[src/rtl/pong_telemetry_tx.sv]
`default_nettype none
// ============================================================================
// Module   : pong_telemetry_tx
// Brief    : Watches score and game-phase signals and sends a 4-byte event
//            packet (sync, type, scores, checksum) over an 8N1 UART line.
// Revision : 1.0  initial release
// ============================================================================
module pong_telemetry_tx #(
    parameter int         CLK_FREQ  = 25_175_000,
    parameter int         BAUD      = 115200,
    parameter logic [7:0] SYNC_BYTE = 8'hA5
) (
    input  logic       clk_0,
    input  logic       rst,
    input  logic [3:0] score_p1,
    input  logic [3:0] score_p2,
    input  logic       game_over,
    input  logic       game_startup,
    output logic       uart_tx,
    output logic       tx_busy,
    output logic       pkt_done
);

    localparam int DIV = CLK_FREQ / BAUD;
    localparam int CW  = (DIV > 1) ? $clog2(DIV) : 1;
    localparam logic [CW-1:0] c_CNT_LAST = CW'(DIV - 1);

    localparam logic [1:0] c_ST_IDLE = 2'd0;
    localparam logic [1:0] c_ST_LOAD = 2'd1;
    localparam logic [1:0] c_ST_SEND = 2'd2;

    localparam logic [7:0] c_TYPE_SCORE = 8'h01;
    localparam logic [7:0] c_TYPE_OVER  = 8'h02;
    localparam logic [7:0] c_TYPE_START = 8'h03;

    logic [3:0]    prev_s1_q, prev_s1_d;
    logic [3:0]    prev_s2_q, prev_s2_d;
    logic          prev_go_q, prev_go_d;
    logic          prev_su_q, prev_su_d;
    logic          pend_score_q, pend_score_d;
    logic          pend_over_q, pend_over_d;
    logic          pend_start_q, pend_start_d;
    logic [1:0]    state_q, state_d;
    logic [7:0]    sb_q, sb_d;
    logic [7:0]    type_q, type_d;
    logic [7:0]    chk_q, chk_d;
    logic [1:0]    byte_idx_q, byte_idx_d;
    logic [3:0]    bit_idx_q, bit_idx_d;
    logic [CW-1:0] cnt_q, cnt_d;
    logic          tx_q, tx_d;
    logic          busy_q, busy_d;
    logic          done_q, done_d;

    logic       ev_score;
    logic       ev_over;
    logic       ev_start;
    logic       load;
    logic [7:0] cur_byte;

    always_comb begin
        ev_score  = (score_p1 != prev_s1_q) | (score_p2 != prev_s2_q);
        ev_over   = game_over & ~prev_go_q;
        ev_start  = game_startup & ~prev_su_q;
        load      = (state_q == c_ST_LOAD);

        prev_s1_d = score_p1;
        prev_s2_d = score_p2;
        prev_go_d = game_over;
        prev_su_d = game_startup;

        // A new event in the load cycle survives the clear for the next packet
        pend_score_d = (pend_score_q & ~load) | ev_score;
        pend_over_d  = (pend_over_q  & ~load) | ev_over;
        pend_start_d = (pend_start_q & ~load) | ev_start;

        case (byte_idx_q)
            2'd0:    cur_byte = SYNC_BYTE;
            2'd1:    cur_byte = type_q;
            2'd2:    cur_byte = sb_q;
            default: cur_byte = chk_q;
        endcase
    end

    always_comb begin
        state_d    = state_q;
        sb_d       = sb_q;
        type_d     = type_q;
        chk_d      = chk_q;
        byte_idx_d = byte_idx_q;
        bit_idx_d  = bit_idx_q;
        cnt_d      = cnt_q;
        tx_d       = tx_q;
        busy_d     = busy_q;
        done_d     = 1'b0;

        case (state_q)
            c_ST_IDLE: begin
                if (pend_score_q | pend_over_q | pend_start_q) begin
                    state_d = c_ST_LOAD;
                end
            end
            c_ST_LOAD: begin
                sb_d = {score_p1, score_p2};
                if (pend_over_q) begin
                    type_d = c_TYPE_OVER;
                end else if (pend_score_q) begin
                    type_d = c_TYPE_SCORE;
                end else begin
                    type_d = c_TYPE_START;
                end
                chk_d      = SYNC_BYTE ^ type_d ^ sb_d;
                byte_idx_d = 2'd0;
                bit_idx_d  = 4'd0;
                cnt_d      = '0;
                tx_d       = 1'b0;
                busy_d     = 1'b1;
                state_d    = c_ST_SEND;
            end
            c_ST_SEND: begin
                if (cnt_q != c_CNT_LAST) begin
                    cnt_d = cnt_q + 1'b1;
                end else begin
                    cnt_d = '0;
                    if (bit_idx_q == 4'd9) begin
                        if (byte_idx_q == 2'd3) begin
                            tx_d    = 1'b1;
                            busy_d  = 1'b0;
                            done_d  = 1'b1;
                            state_d = c_ST_IDLE;
                        end else begin
                            // Next start bit follows the stop bit directly
                            byte_idx_d = byte_idx_q + 2'd1;
                            bit_idx_d  = 4'd0;
                            tx_d       = 1'b0;
                        end
                    end else begin
                        bit_idx_d = bit_idx_q + 4'd1;
                        tx_d      = (bit_idx_q == 4'd8) ? 1'b1 : cur_byte[bit_idx_q[2:0]];
                    end
                end
            end
            default: begin
                state_d = c_ST_IDLE;
                tx_d    = 1'b1;
                busy_d  = 1'b0;
            end
        endcase
    end

    always_ff @(posedge clk_0 or negedge rst) begin
        if (!rst) begin
            prev_s1_q    <= 4'd0;
            prev_s2_q    <= 4'd0;
            prev_go_q    <= 1'b0;
            prev_su_q    <= 1'b0;
            pend_score_q <= 1'b0;
            pend_over_q  <= 1'b0;
            pend_start_q <= 1'b0;
            state_q      <= c_ST_IDLE;
            sb_q         <= 8'd0;
            type_q       <= 8'd0;
            chk_q        <= 8'd0;
            byte_idx_q   <= 2'd0;
            bit_idx_q    <= 4'd0;
            cnt_q        <= '0;
            tx_q         <= 1'b1;
            busy_q       <= 1'b0;
            done_q       <= 1'b0;
        end else begin
            prev_s1_q    <= prev_s1_d;
            prev_s2_q    <= prev_s2_d;
            prev_go_q    <= prev_go_d;
            prev_su_q    <= prev_su_d;
            pend_score_q <= pend_score_d;
            pend_over_q  <= pend_over_d;
            pend_start_q <= pend_start_d;
            state_q      <= state_d;
            sb_q         <= sb_d;
            type_q       <= type_d;
            chk_q        <= chk_d;
            byte_idx_q   <= byte_idx_d;
            bit_idx_q    <= bit_idx_d;
            cnt_q        <= cnt_d;
            tx_q         <= tx_d;
            busy_q       <= busy_d;
            done_q       <= done_d;
        end
    end

    assign uart_tx  = tx_q;
    assign tx_busy  = busy_q;
    assign pkt_done = done_q;

endmodule
`default_nettype wire

[config.mk]
export PLATFORM = sky130hd
export DESIGN_NAME = pong_telemetry_tx
export DESIGN_NICKNAME = d
export VERILOG_FILES = /design/src/rtl/pong_telemetry_tx.sv
export SDC_FILE = /design/constraint.sdc
export NUM_CORES = 1
export LEC_CHECK = 0
export CAP_MARGIN = 20
export CORE_MARGIN = 5
export CORE_UTILIZATION = 52
export CTS_BUF_LIST = sky130_fd_sc_hd__clkbuf_4 sky130_fd_sc_hd__clkbuf_8 sky130_fd_sc_hd__clkbuf_16
export CTS_CLUSTER_DIAMETER = 50
export DETAILED_ROUTE_END_ITERATION = 8
export PLACE_DENSITY_LB_ADDON = 0.12
export SKIP_LAST_GASP = 1
export SLEW_MARGIN = 20
export SYNTH_ARGS = -nofsm -noshare
export SYNTH_HDL_FRONTEND = slang
export SYNTH_SLANG_ARGS = --single-unit
[constraint.sdc]
create_clock -name clk_0 -period 1.71 [get_ports clk_0]
set_clock_uncertainty 0.05 [all_clocks]
set_input_delay 0.171 -clock clk_0 [delete_from_list [all_inputs] [get_ports clk_0]]
set_output_delay 0.171 -clock clk_0 [all_outputs]
set_load 0.02 [all_outputs]
==> out/results.tsv, run 1 <==
metric	value	unit
via_to_cell_ratio	5.74	
antenna_left	0	
worst_pin_slew	0.586	ns
syn_area	2320	µm²
crit_path_cell_trace	inv_2 > ha_1 > nor4b_2 > a211o_1 > nand2_1 > o31ai_1	
drc_errors	0	
io-pin-count	15	
synthDistinctLibCells	46	
setup-violations-final	0	
critical_path.startpoint	state_q[1]	
grt_max_degree	48	
grt_pass1_wl	8.58	mm
rsz0062_at_grt	yes	
synthCells	216	
placeableCoreArea	4320	µm²
clkLatencyLatePin	0.30	ns
r2r-start	state_q[1]	
status	complete, no violations	
wl_per_cell	16.3	µm
worst_path_max_stage_delay	0.44	ns
clock_sinks	47	
drt-total-wl	5.13	mm
report.final.slew_viol_count	0	
cts.reportedPaths.clkPinSlew	0.09	ns
first_global_vias	1827	
initial_utilization	0.536	
instances_no_fill	315	
floorplan.die.width	76.7	µm
netlist.top_cell.by_area	sky130_fd_sc_hd__dfrtp_1	
drt_first_iter_violations	210	
drv_cap	0	
period_needed	1.71	ns
num_antenna_cells	0	
fraction_of_post_synthesis_cell_area_in_the_top_cell_type_by_area	0.497	
ys_async_sr_fraction	1.00	
worstPathArrival	1.87	ns
crit_required	1.88	ns
postSynthNetCount	237	
irDropWorstVdd	0.000468	V
worst-setup-path-type	flip-flop to flip-flop	
min-delay-start	game_over	
cp_num_buf_inv	1	
ctsLongestPathBuffers	2	
worst_path_dominant_cell_family	compound AO/OA/AOI/OAI gates	
root_buffer	sky130_fd_sc_hd__clkbuf_8	
critPathCaptureType	flip-flop	
post_route_cells_drive_above_1_share	0.312	
die_h	76.7	µm
cts_made_buffers	5	
grt-ovfl-total	0	
nNetsFinal	283	
fp-row-count	24	
detailedPlacementHpwl	3.55	mm
route.vias.total	1808	
clock_tree_from_tritoncts	yes	
grt_antenna_before_repair	0	
synth-seq-cells	47	
timing.slew.headroom	0.610	
period_share	0.998	
port-buffer-count	14	
cts_htree_levels	2	
p_per_area	653	nW/µm²
fillers	337	
track_usage	0.178	
final_util	0.687	
hp-class	input pin to flip-flop	
cellLeakagePower	1.34	nW
p_total	1.94	mW
maximum_net_fanout_on_the_critical_path	3	
critical_path.slowest_cell	sky130_fd_sc_hd__dfrtp_1	
ys_top_cells_by_area	sky130_fd_sc_hd__dfrtp_1, sky130_fd_sc_hd__mux2_2, sky130_fd_sc_hd__ha_1, sky130_fd_sc_hd__nor2_1, sky130_fd_sc_hd__xor2_1	
globalplace.congestion	0.809	
number_of_flops_mapped_to_enable_cells_by_yosys	0	
top_flip_flop_cell_by_instance_count_after_synthesis	sky130_fd_sc_hd__dfrtp_1	
place_area	2690	µm²
maxClockFrequency	586	MHz
synth-warning-count	0	
synth_area_per_cell	10.7	µm²
die_area	5890	µm²
detailedRoute.firstPassIterationCount	4	
final_area	2970	µm²
synthesis_to_finish_area_growth	28.2	%
critPathLaunchType	flip-flop	
synth_sequential_area_ratio	0.508	
hold_viol	0	
dp_cells	302	
==> registers in the layout (all words and copies together), names as in the netlist, 2 cells and up <==
register    flops
prev_s2_q       4
chk_q           5
type_q          2
state_q         2
bit_idx_q       4
cnt_q           8
byte_idx_q      2
sb_q            8
prev_s1_q       4
==> layout by cell type, fill, tap and decap left out, drive strengths merged, types with 4 or more instances in the layout <==
cell type       n
xor2            8
clkdlybuf4s50  12
xnor2           7
nand3           5
clkbuf          5
nor3            4
ha              9
mux2           11
nor2b           4
dfrtp          46
o21ai           7
a21oi           8
nor2           23
buf            33
nand2          12
inv            18
==> through the flow <==
step                      setup TNS [ns]  hold slack, ns  worst slack (ns)
final                                  0           0.283           0.00415
after global routing              -0.369           0.270           -0.0708
after CTS                        -0.0271           0.272           -0.0218
after detailed placement          -0.328           0.248            -0.124
after global placement           -0.0876           0.233           -0.0709
after floorplan                  -0.0119          -0.175           -0.0119
==> routing by layer <==
layer | wire, µm | vias up | track usage
li1 | - | 855 | -
met1 | 2300 | 908 | 0.242
met2 | 2560 | 39 | 0.278
met3 | 218 | 6 | 0.0457
met4 | 57 | 0 | 0.0559
met5 | 0 | - | 0
==> power breakdown <==
group	internal [mW]	total, mW	switching [mW]
Clock	0.293	0.691	0.398
Combinational	0.0473	0.0951	0.0478
Sequential	1.14	1.15	0.0155
==> synth_stat cells (all sizes together), types with 2 or more instances <==
cell and n:
nand4 3, mux2i 3, a311oi 2, nor3 4
o2111ai 2, a221oi 3, o21ai 7, o31ai 3
o2bb2ai 2, ha 9, nand2b 2, xnor2 7
nor2 23, clkbuf 2, inv 17, o22ai 3
nor4 2, nor2b 4, a41oi 2, a211oi 3
mux2 11, dfrtp 46, xor2 8, nand2 12
a21oi 8, buf 6, nand3 5
==> kinds of logic after synthesis <==
| family | count (synthesis) | synth area share |
|---|---|---|
| xor gates and xnor gates | 15 | 0.0567 |
| and+or+nand+nor | 64 | 0.142 |
| AOI/OAI and AO/OA | 42 | 0.132 |
| muxes | 14 | 0.0665 |
| DFF | 47 | 0.508 |
| adders and majority gates | 9 | 0.0486 |
| buffers and inverters | 25 | 0.0454 |
==> final timing paths <==
| check | endpoint | slack [ns] | cells after the start |
|---|---|---|---|
| setup / recovery | uart_tx | 0.004 | 6 |
| hold / removal | prev_go_q | 0.28 | 1 |
| setup reg to reg | uart_tx | 0.004 | 6 |
| hold reg to reg | pend_over_q | 0.37 | 1 |
| max in group asynchronous | cnt_q[5] | 0.74 | 3 |
| min in group asynchronous | prev_s2_q[3] | 0.42 | 3 |
==> cell type report <==
type                    count  area (µm²)  share of cell area
repair buffers             47         392               0.132
flip-flops and latches     47        1180               0.398
well taps                  52        65.1              0.0219
multi-input cells         144        1180               0.396
clock buffers               5        68.8              0.0232
clock inverters             3        22.5             0.00759
inverters                  17        63.8              0.0215
==> what timing repair did <==
| action | CTS | global route |
|---|---|---|
| pin swaps | 1 | 4 |
| endpoints found under the setup margin | 5 | 15 |
| cloned | 0 | 0 |
| endpoints found under the hold margin | 46 | 0 |
| resized for setup | 8 | 27 |
| buffers inserted | 2 | 2 |
| hold buffers | 1 | 0 |
(Power assumes the default switching activity.)
==> inputs of run 2 (changes only) <==
--- a/constraint.sdc
+++ b/constraint.sdc
@@ -3,3 +3,3 @@
 set_input_delay 0.171 -clock clk_0 [delete_from_list [all_inputs] [get_ports clk_0]]
 set_output_delay 0.171 -clock clk_0 [all_outputs]
-set_load 0.02 [all_outputs]
+set_load 0.1 [all_outputs]
==> out/results.tsv, run 2 (synthesis results as in run 1) <==
metric	value	unit	change
status	complete, no violations		
crit_required	1.84	ns	-0.04 ns
grt_pass1_wl	8.78	mm	+2.2%
wl_per_cell	16.4	µm	+0.34%
drv_cap	0		unchanged
clock_tree_from_tritoncts	yes		
worst-setup-path-type	flip-flop to flip-flop		
cts.reportedPaths.clkPinSlew	0.08	ns	about the same
root_buffer	sky130_fd_sc_hd__clkbuf_8		
worst_hold_slack	0.290	ns	+0.00739 ns
drt-total-wl	5.12	mm	-0.29%
ctsLongestPathBuffers	2		unchanged
first_global_vias	1826		-0.055%
worst_path_max_stage_delay	0.39	ns	-0.05 ns
final_util	0.694		+0.00752
floorplan.die.width	76.7	µm	unchanged
fp-row-count	24		unchanged
drt_first_iter_violations	223		+6.2%
r2r-start	cnt_q[1]		
num_antenna_cells	0		unchanged
r2r_slack	0.007	ns	about the same
p_total	1.92	mW	-1.1%
initial_utilization	0.536		unchanged
p_per_area	639	nW/µm²	-2.1%
maxClockFrequency	587	MHz	+0.16%
die_h	76.7	µm	unchanged
post_route_cells_drive_above_1_share	0.299		-0.0129
critical_path.slowest_cell	sky130_fd_sc_hd__dfrtp_1		
drc_errors	0		unchanged
worst_r2r_path_depth	6		unchanged
cts_made_buffers	5		unchanged
detailedPlacementHpwl	3.69	mm	+3.8%
globalplace.congestion	0.855		+5.7%
placeableCoreArea	4320	µm²	unchanged
final_cell_mix	sky130_fd_sc_hd__dfrtp_1, sky130_fd_sc_hd__buf_4, sky130_fd_sc_hd__nor2_1		
die_area	5890	µm²	unchanged
instances_no_fill	313		-0.63%
report.final.slew_viol_count	0		unchanged
detailedRoute.firstPassIterationCount	4		unchanged
synthesis_to_finish_area_growth	29.6	%	
clkLatencyLatePin	0.30	ns	about the same
irDropWorstVdd	0.000476	V	+1.9%
whs_path_depth	1		unchanged
dp_cells	301		-0.33%
antenna_left	0		unchanged
crit_path_cell_trace	inv_2 > ha_4 > and4_4 > a41oi_4 > a41oi_2 > mux2_4		
cellLeakagePower	1.34	nW	-0.22%
period_share	0.996		-0.00158
grt_antenna_before_repair	0		unchanged
port-buffer-count	14		unchanged
fillers	319		-5.3%
rr_endpoint	state_q[1]		
rsz0062_at_grt	yes		
cts_htree_levels	2		unchanged
layout.cells.most_common	sky130_fd_sc_hd__dfrtp_1		
worst_pin_slew	0.518	ns	-0.0678 ns
critPathCaptureType	flip-flop		
route.vias.total	1798		-0.55%
setup-violations-final	0		unchanged
grt_max_degree	28		-42%
end_point_of_the_most_critical_hold_path	prev_su_q		
grt-ovfl-total	0		unchanged
timing.slew.headroom	0.655		+0.0452
io-pin-count	15		unchanged
hold_viol	0		unchanged
track_usage	0.183		+0.00564
worstPathArrival	1.84	ns	-0.03 ns
min-delay-start	game_startup		
top_flop_regs	cnt_q x8, sb_q x8, chk_q x5		
clock_sinks	47		unchanged
critPathLaunchType	flip-flop		
period_needed	1.70	ns	-0.00271 ns
cp_num_buf_inv	1		unchanged
worst_path_dominant_cell_family	flip-flops		
via_to_cell_ratio	5.74		about the same
maximum_net_fanout_on_the_critical_path	4		+1
hp-class	input pin to flip-flop		
nNetsFinal	281		-0.71%
run 2: metrics by stage:
| stage | worst slack, ns | instance area [µm²] | setup TNS [ns] |
|---|---|---|---|
| global route | -0.0705 | 3000 | -0.301 |
| CTS | -0.0206 | 2920 | -0.0206 |
| detailed placement | -0.203 | 2720 | -0.406 |
| global placement | -0.0700 | 2720 | -0.0815 |
| finish | 0.00686 | 3000 | 0 |
| floorplan | -0.0119 | 2320 | -0.0119 |
run 2: layout make-up:
class	count	area (µm²)	area share
Clock buffer	6	76.3	0.0254
Clock inverter	2	12.5	0.00417
Inverter	17	63.8	0.0213
Multi-Input combinational cell	144	1190	0.396
Sequential cell	47	1180	0.393
Tap cell	52	65.1	0.0217
Timing Repair Buffer	45	417	0.139
run 2: worst reg2reg max path: stages, from the launching register on:
cell	delay, ns
sky130_fd_sc_hd__dfrtp_1	0.39
sky130_fd_sc_hd__inv_2	0.08
sky130_fd_sc_hd__ha_4	0.13
sky130_fd_sc_hd__and4_4	0.24
sky130_fd_sc_hd__a41oi_4	0.13
sky130_fd_sc_hd__a41oi_2	0.25
sky130_fd_sc_hd__mux2_4	0.32
run 2: per-layer routing:
layer  GRT usage  routed length (µm)  up-vias
met5           0                   0        -
met4      0.0594                  46        0
met3      0.0410                 246        4
met2       0.295                2650       57
met1       0.245                2180      887
li1            -                   -      850
run 2: worst max-delay path by stage:
stage,slack (ns),startpoint,to,cells after the start
2_1_floorplan,-0.01,cnt_q[1],state_q[1],6
3_3_place_gp,-0.07,cnt_q[1],state_q[1],6
3_5_place_dp,-0.20,cnt_q[1],state_q[1],6
4_1_cts,-0.02,cnt_q[1],state_q[1],6
5_1_grt,-0.07,cnt_q[1],state_q[1],6
6_report,0.007,cnt_q[1],state_q[1],6
run 2: where the power goes:
group	switching, mW	leakage (nW)	total, mW	internal [mW]
sequential	0.0153	0.542	1.15	1.14
combinational	0.0489	0.750	0.0993	0.0504
clock	0.365	0.0446	0.667	0.302
run 2: timing repair:
item                                    CTS  global route
hold endpoints to repair                 19             0
setup buffers                             2             1
pin swaps                                 2             6
endpoints found under the setup margin    8            12
resized for setup                        19            14
hold buffers                              1             0
gates cloned                              0             0
